## src/rtl/gbx_arbiter2.sv

```systemverilog
// gbx_arbiter2: two-master round-robin GBX arbiter with in-order read response routing
module gbx_arbiter2 #(
  parameter int OUTSTANDING = 4
) (
  input  logic        clk,
  input  logic        reset,
  input  logic        m0_greqvalid,
  input  logic        m0_greqwrite,
  input  logic [31:0] m0_greqaddr,
  input  logic [3:0]  m0_greqlen,
  input  logic [15:0] m0_greqid,
  input  logic [1:0]  m0_greqsize,
  input  logic        m0_greqdvalid,
  input  logic [31:0] m0_greqdata,
  input  logic        m0_greqdlast,
  input  logic [15:0] m0_grequser,
  output logic        m0_greqready,
  output logic        m0_grspvalid,
  output logic [31:0] m0_grspdata,
  output logic        m0_grspwerr,
  output logic        m0_grsprerr,
  output logic [15:0] m0_grspid,
  output logic        m0_grsplast,
  output logic [15:0] m0_grspuser,
  input  logic        m0_grspready,
  input  logic        m1_greqvalid,
  input  logic        m1_greqwrite,
  input  logic [31:0] m1_greqaddr,
  input  logic [3:0]  m1_greqlen,
  input  logic [15:0] m1_greqid,
  input  logic [1:0]  m1_greqsize,
  input  logic        m1_greqdvalid,
  input  logic [31:0] m1_greqdata,
  input  logic        m1_greqdlast,
  input  logic [15:0] m1_grequser,
  output logic        m1_greqready,
  output logic        m1_grspvalid,
  output logic [31:0] m1_grspdata,
  output logic        m1_grspwerr,
  output logic        m1_grsprerr,
  output logic [15:0] m1_grspid,
  output logic        m1_grsplast,
  output logic [15:0] m1_grspuser,
  input  logic        m1_grspready,
  output logic        s_greqvalid,
  output logic        s_greqwrite,
  output logic [31:0] s_greqaddr,
  output logic [3:0]  s_greqlen,
  output logic [15:0] s_greqid,
  output logic [1:0]  s_greqsize,
  output logic        s_greqdvalid,
  output logic [31:0] s_greqdata,
  output logic        s_greqdlast,
  output logic [15:0] s_grequser,
  input  logic        s_greqready,
  input  logic        s_grspvalid,
  input  logic [31:0] s_grspdata,
  input  logic        s_grspwerr,
  input  logic        s_grsprerr,
  input  logic [15:0] s_grspid,
  input  logic        s_grsplast,
  input  logic [15:0] s_grspuser,
  output logic        s_grspready,
  output logic        err_orphan
);
  localparam int AW = $clog2(OUTSTANDING);
  localparam int CW = AW + 1;
  logic                   r_rr;
  logic                   r_lock;
  logic                   r_lidx;
  logic [OUTSTANDING-1:0] r_tag;
  logic [AW-1:0]          r_wp;
  logic [AW-1:0]          r_rp;
  logic [CW-1:0]          r_cnt;
  logic                   r_err;
  logic                   w_grant;
  logic                   w_gvalid;
  logic                   w_full;
  logic                   w_empty;
  logic                   w_acc;
  logic                   w_push;
  logic                   w_pop;
  logic                   w_head;
  // grant selection, request mux and response routing
  always_comb begin
    w_grant      = r_lock ? r_lidx : (m0_greqvalid & m1_greqvalid) ? r_rr : m1_greqvalid;
    w_gvalid     = w_grant ? m1_greqvalid : m0_greqvalid;
    w_full       = r_cnt == CW'(OUTSTANDING);
    w_empty      = r_cnt == '0;
    w_head       = r_tag[r_rp];
    s_greqvalid  = w_gvalid & ~w_full;
    s_greqwrite  = w_grant ? m1_greqwrite  : m0_greqwrite;
    s_greqaddr   = w_grant ? m1_greqaddr   : m0_greqaddr;
    s_greqlen    = w_grant ? m1_greqlen    : m0_greqlen;
    s_greqid     = w_grant ? m1_greqid     : m0_greqid;
    s_greqsize   = w_grant ? m1_greqsize   : m0_greqsize;
    s_greqdvalid = w_grant ? m1_greqdvalid : m0_greqdvalid;
    s_greqdata   = w_grant ? m1_greqdata   : m0_greqdata;
    s_greqdlast  = w_grant ? m1_greqdlast  : m0_greqdlast;
    s_grequser   = w_grant ? m1_grequser   : m0_grequser;
    m0_greqready = ~w_grant & m0_greqvalid & s_greqready & ~w_full;
    m1_greqready = w_grant & m1_greqvalid & s_greqready & ~w_full;
    w_acc        = s_greqvalid & s_greqready;
    w_push       = w_acc & ~s_greqwrite;
    m0_grspvalid = s_grspvalid & ~w_empty & ~w_head;
    m1_grspvalid = s_grspvalid & ~w_empty & w_head;
    s_grspready  = w_empty ? 1'b1 : w_head ? m1_grspready : m0_grspready;
    w_pop        = s_grspvalid & s_grspready & s_grsplast & ~w_empty;
    m0_grspdata  = s_grspdata;
    m0_grspwerr  = s_grspwerr;
    m0_grsprerr  = s_grsprerr;
    m0_grspid    = s_grspid;
    m0_grsplast  = s_grsplast;
    m0_grspuser  = s_grspuser;
    m1_grspdata  = s_grspdata;
    m1_grspwerr  = s_grspwerr;
    m1_grsprerr  = s_grsprerr;
    m1_grspid    = s_grspid;
    m1_grsplast  = s_grsplast;
    m1_grspuser  = s_grspuser;
    err_orphan   = r_err;
  end
  // round-robin pointer, stall lock, read-tag fifo and sticky orphan flag
  always_ff @(posedge clk) begin
    if (reset) begin
      r_rr   <= 1'b0;
      r_lock <= 1'b0;
      r_lidx <= 1'b0;
      r_wp   <= '0;
      r_rp   <= '0;
      r_cnt  <= '0;
      r_err  <= 1'b0;
    end else begin
      if (w_acc) begin
        r_rr   <= ~w_grant;
        r_lock <= 1'b0;
      end else if (s_greqvalid) begin
        r_lock <= 1'b1;
        r_lidx <= w_grant;
      end
      if (w_push) begin
        r_tag[r_wp] <= w_grant;
        r_wp        <= r_wp + 1'b1;
      end
      if (w_pop) r_rp <= r_rp + 1'b1;
      r_cnt <= r_cnt + CW'(w_push) - CW'(w_pop);
      if (s_grspvalid & w_empty) r_err <= 1'b1;
    end
  end
endmodule

```

## config.mk

```make
export PLATFORM = sky130hd
export DESIGN_NAME = gbx_arbiter2
export DESIGN_NICKNAME = d
export VERILOG_FILES = /design/src/rtl/gbx_arbiter2.sv
export SDC_FILE = /design/constraint.sdc
export NUM_CORES = 1
export LEC_CHECK = 0
export BUFFER_PORTS_ARGS = -buffer_cell sky130_fd_sc_hd__buf_2
export CAP_MARGIN = 20
export CORE_AREA = 2 2 205 207
export DETAILED_ROUTE_END_ITERATION = 10
export DIE_AREA = 0 0 207 209
export MAX_ROUTING_LAYER = met4
export RECOVER_POWER = 25
export SLEW_MARGIN = 20
export SYNTH_ARGS = -nofsm -noshare
export SYNTH_HDL_FRONTEND = slang
export SYNTH_SLANG_ARGS = --single-unit
```

## constraint.sdc

```tcl
create_clock -name clk -period 3.51 [get_ports clk]
set_input_delay 0.702 -clock clk [delete_from_list [all_inputs] [get_ports clk]]
set_output_delay 0.702 -clock clk [all_outputs]
set_load 0.01 [all_outputs]
```

==> flow_summary.toml <==
[global_routing]
grt_pass1_vias = 2949
grt_max_degree = 50
antenna_found_initial = 3
grt_pass1_wl_um = 16800
overflow = 0
grt.total_usage_pct = 5.13

[clocking]
htreeDepth = 1
numCtsBuffers = 3
cts_root_buf = "clkbuf_16"
clock_latency_ns = 0.25
postCtsSetupBuffers = 0
cts_tree = "built"
cts-resized-gates = 0
ctsHoldBuffers = 0
clkTransAtPathRegs_ns = 0.05
clkSinkCount = 15
clk_path_buf_depth = 2

[worst_setup_path]
crit_fanout = 49
path_buf_inv = 4
r2r-start = "r_cnt[1]"
crit_slowest_cell = "mux2_2"
worstPathArrival_ns = 2.29
cp-end-kind = "output port"
rrSetupSlack_ns = 0.86
r2r.worst_path.cells = 11
critical-path-top-delay-family = "buffers and inverters"
worstSetupPathType = "in2out"
r2r-end = "r_cnt[2]"
cp_cell_sequence = "buf_2 > and2b_4 > o21ai_4 > buf_12 > buf_12 > mux2_2 > buf_2"
cp_slowest_stage_delay_ns = 0.38
cp-start-kind = "input port"
required_ns = 2.81

[synth]
ys_top_cells_by_count = "144 x buf_4, 106 x mux2_2, 12 x nor2_1, 11 x dfxtp_1"
synthSimpleGateAreaFrac_pct = 7.55
synth_mux_area_share_pct = 41.0
synth.avg_cell_area_um2 = 9.32
synthXorXnorAreaFrac_pct = 0.548
ys_warn_count = 0
syn_area_um2 = 3200
ys_seq_area_share_pct = 10.6
synth_fa_ha_area_share_pct = 2.97
syn_nets = 635
ys_async_sr_fraction_pct = 0
synth_cell_types = 34
synth_top_family_by_area = "multiplexers"
netlist_instances = 343
ys_seq_elements = 15
synth_top_area_share_pct = 37.3
synthTopCellsByArea = "mux2_2 37%, buf_4 34%, dfxtp_1 6.9%"
synth_area_leader_cell = "mux2_2"
synth_edf_count = 4
synth.most_common_cell = "buf_4"
synth-compound-area-share_pct = 2.11
synthFlopType = "dfxtp_1"

[finish]
multi_input_area_um2 = 1730
drive_gt1_share_pct = 84.5
layout.nets = 829
areaGrowthSynthToFinish_pct = 43.8
regArea_um2 = 340
n_fill_cell = 4776

[power_and_ir_drop]
cellPowerDensity_nw_per_um2 = 299
finalPower_w = 0.00137
vdd_drop_max_mv = 0.172
leakage_nw = 2.14

[routing]
drc = 0
ant_nets = 0
drtIter0Drc = 87
routedWlPerCell_um = 11.2
dr.pass1.iters = 4
finalWirelength_um = 12100
vias = 3078
viasPerCell = 2.85

[hold_path]
holdPathStages = 2
hold_class = "reg2reg"
min_to = "err_orphan"
hp-start = "err_orphan"

[floorplanning]
fp.dieH_um = 209
die_w_um = 207
ios = 531
core_um2 = 41300
start_util_pct = 7.75
row_count = 75
fp.dieArea_um2 = 43300

[sta]
min_period_ns = 2.99
layout_setup_ws_ns = 0.519
setup_viol = 0
slew_violations = 0
finalHoldViolations = 0
period_share_pct = 85.2
fin_worst_skew_ns = 0.00357
worst_pin_slew_ns = 0.755
setup_tns_ns = 0
fmax_mhz = 334
rsz0062_at_grt = "false"
slew_headroom_pct = 49.6

[placed_design]
routabilityCongestion = 0.820
preCtsSetupSlack_ns = 0.483
dpl.hpwl_um = 10800
io_buffers = 332

[status]
status = "complete, no violations"

[run]
maxCapViolCount = 0
-- layout by cell type, fill, tap and decap left out, types with 2 or more instances in the layout --
cell and n:
a21oi_1 2, buf_12 3, buf_2 331, clkbuf_16 3, dfxtp_1 11, diode_2 5, edfxtp_1 4, ha_1 6
inv_1 8, mux2_2 106, mux2i_1 8, nand2_1 6, nor2_1 12, nor2b_1 3, nor3_1 3, nor3b_1 5
nor4_1 2, nor4_2 2, o21bai_1 2
-- where the power goes --
part / leakage (nW) / switching [W] / internal [W] / total [W]
registers: 0.127 / 0.0000205 / 0.000202 / 0.000222
logic: 1.97 / 0.000434 / 0.000496 / 0.000930
clock network: 0.0409 / 0.0000697 / 0.000152 / 0.000222
total: 2.14 / 0.000524 / 0.000850 / 0.00137
-- routing by layer --
layer / vias to the layer above / wire length (um) / GRT usage, %
met3: 32 / 1430 / 2.10
li1: 1432 / - / -
met5: - / 0 / -
met2: 279 / 5970 / 8.98
met4: 0 / 369 / 1.48
met1: 1335 / 4310 / 5.27
-- kinds of logic (layout without fill, tap and decap cells) --
group / after synthesis / after routing
buffers and inverters: 155 / 348
multiplexers: 116 / 116
AND/OR/NAND/NOR: 40 / 40
flip-flops: 15 / 15
AO/OA/AOI/OAI: 8 / 8
adder cells (fa/ha/maj): 7 / 7
XOR/XNOR: 2 / 2
other: 0 / 5
-- final cells by class --
| class | count | share of cell area, % |
|---|---|---|
| multi-input cells | 173 | 37.7 |
| repair buffers | 336 | 37.6 |
| well taps | 539 | 14.7 |
| flip-flops and latches | 15 | 7.40 |
| clock buffers | 3 | 1.63 |
| inverters | 8 | 0.653 |
| diodes | 5 | 0.272 |
| clock inverters | 1 | 0.109 |
-- how the worst max path moves through the flow --
| stage | startpoint | to | slack [ns] | cells past startpoint |
|---|---|---|---|---|
| 2_1_floorplan | m0_greqvalid | r_cnt[2] | 0.82 | 11 |
| 3_3_place_gp | m0_greqvalid | r_cnt[2] | 0.51 | 12 |
| 3_5_place_dp | m0_greqvalid | r_cnt[2] | 0.48 | 12 |
| 4_1_cts | m0_greqvalid | s_greqlen[0] | 0.51 | 7 |
| 5_1_grt | m0_greqvalid | s_greqlen[0] | 0.44 | 7 |
| 6_report | m0_greqvalid | s_greqlen[0] | 0.52 | 7 |
-- registers in the layout, indices dropped and copies added (netlist names) --
name / flops
r_tag: 4
r_cnt: 3
r_rp: 2
r_wp: 2
err_orphan: 1
r_lidx: 1
r_lock: 1
r_rr: 1
-- worst register-to-register path, delay by kind of cell (launching register included) --
kind	cells	cell delay (ns)
adders and majority gates	3	0.80
and+or+nand+nor	3	0.64
DFF	1	0.38
muxes	1	0.31
xor gates and xnor gates	2	0.30
buffers and inverters	2	0.09
-- per-stage QoR --
| stage | cells | instance area [um^2] | utilization, % | hold slack, ns |
|---|---|---|---|---|
| floorplan | 343 | 3200 | - | 0.457 |
| global placement | 1071 | 4510 | 10.9 | 0.447 |
| detailed placement | 1071 | 4510 | 10.9 | 0.461 |
| CTS | 1075 | 4590 | 11.1 | 0.474 |
| global route | 1076 | 4590 | 11.1 | 0.511 |
| finish | 1080 | 4600 | 11.1 | 0.466 |
Note: power is estimated with default switching activity, not from simulation.
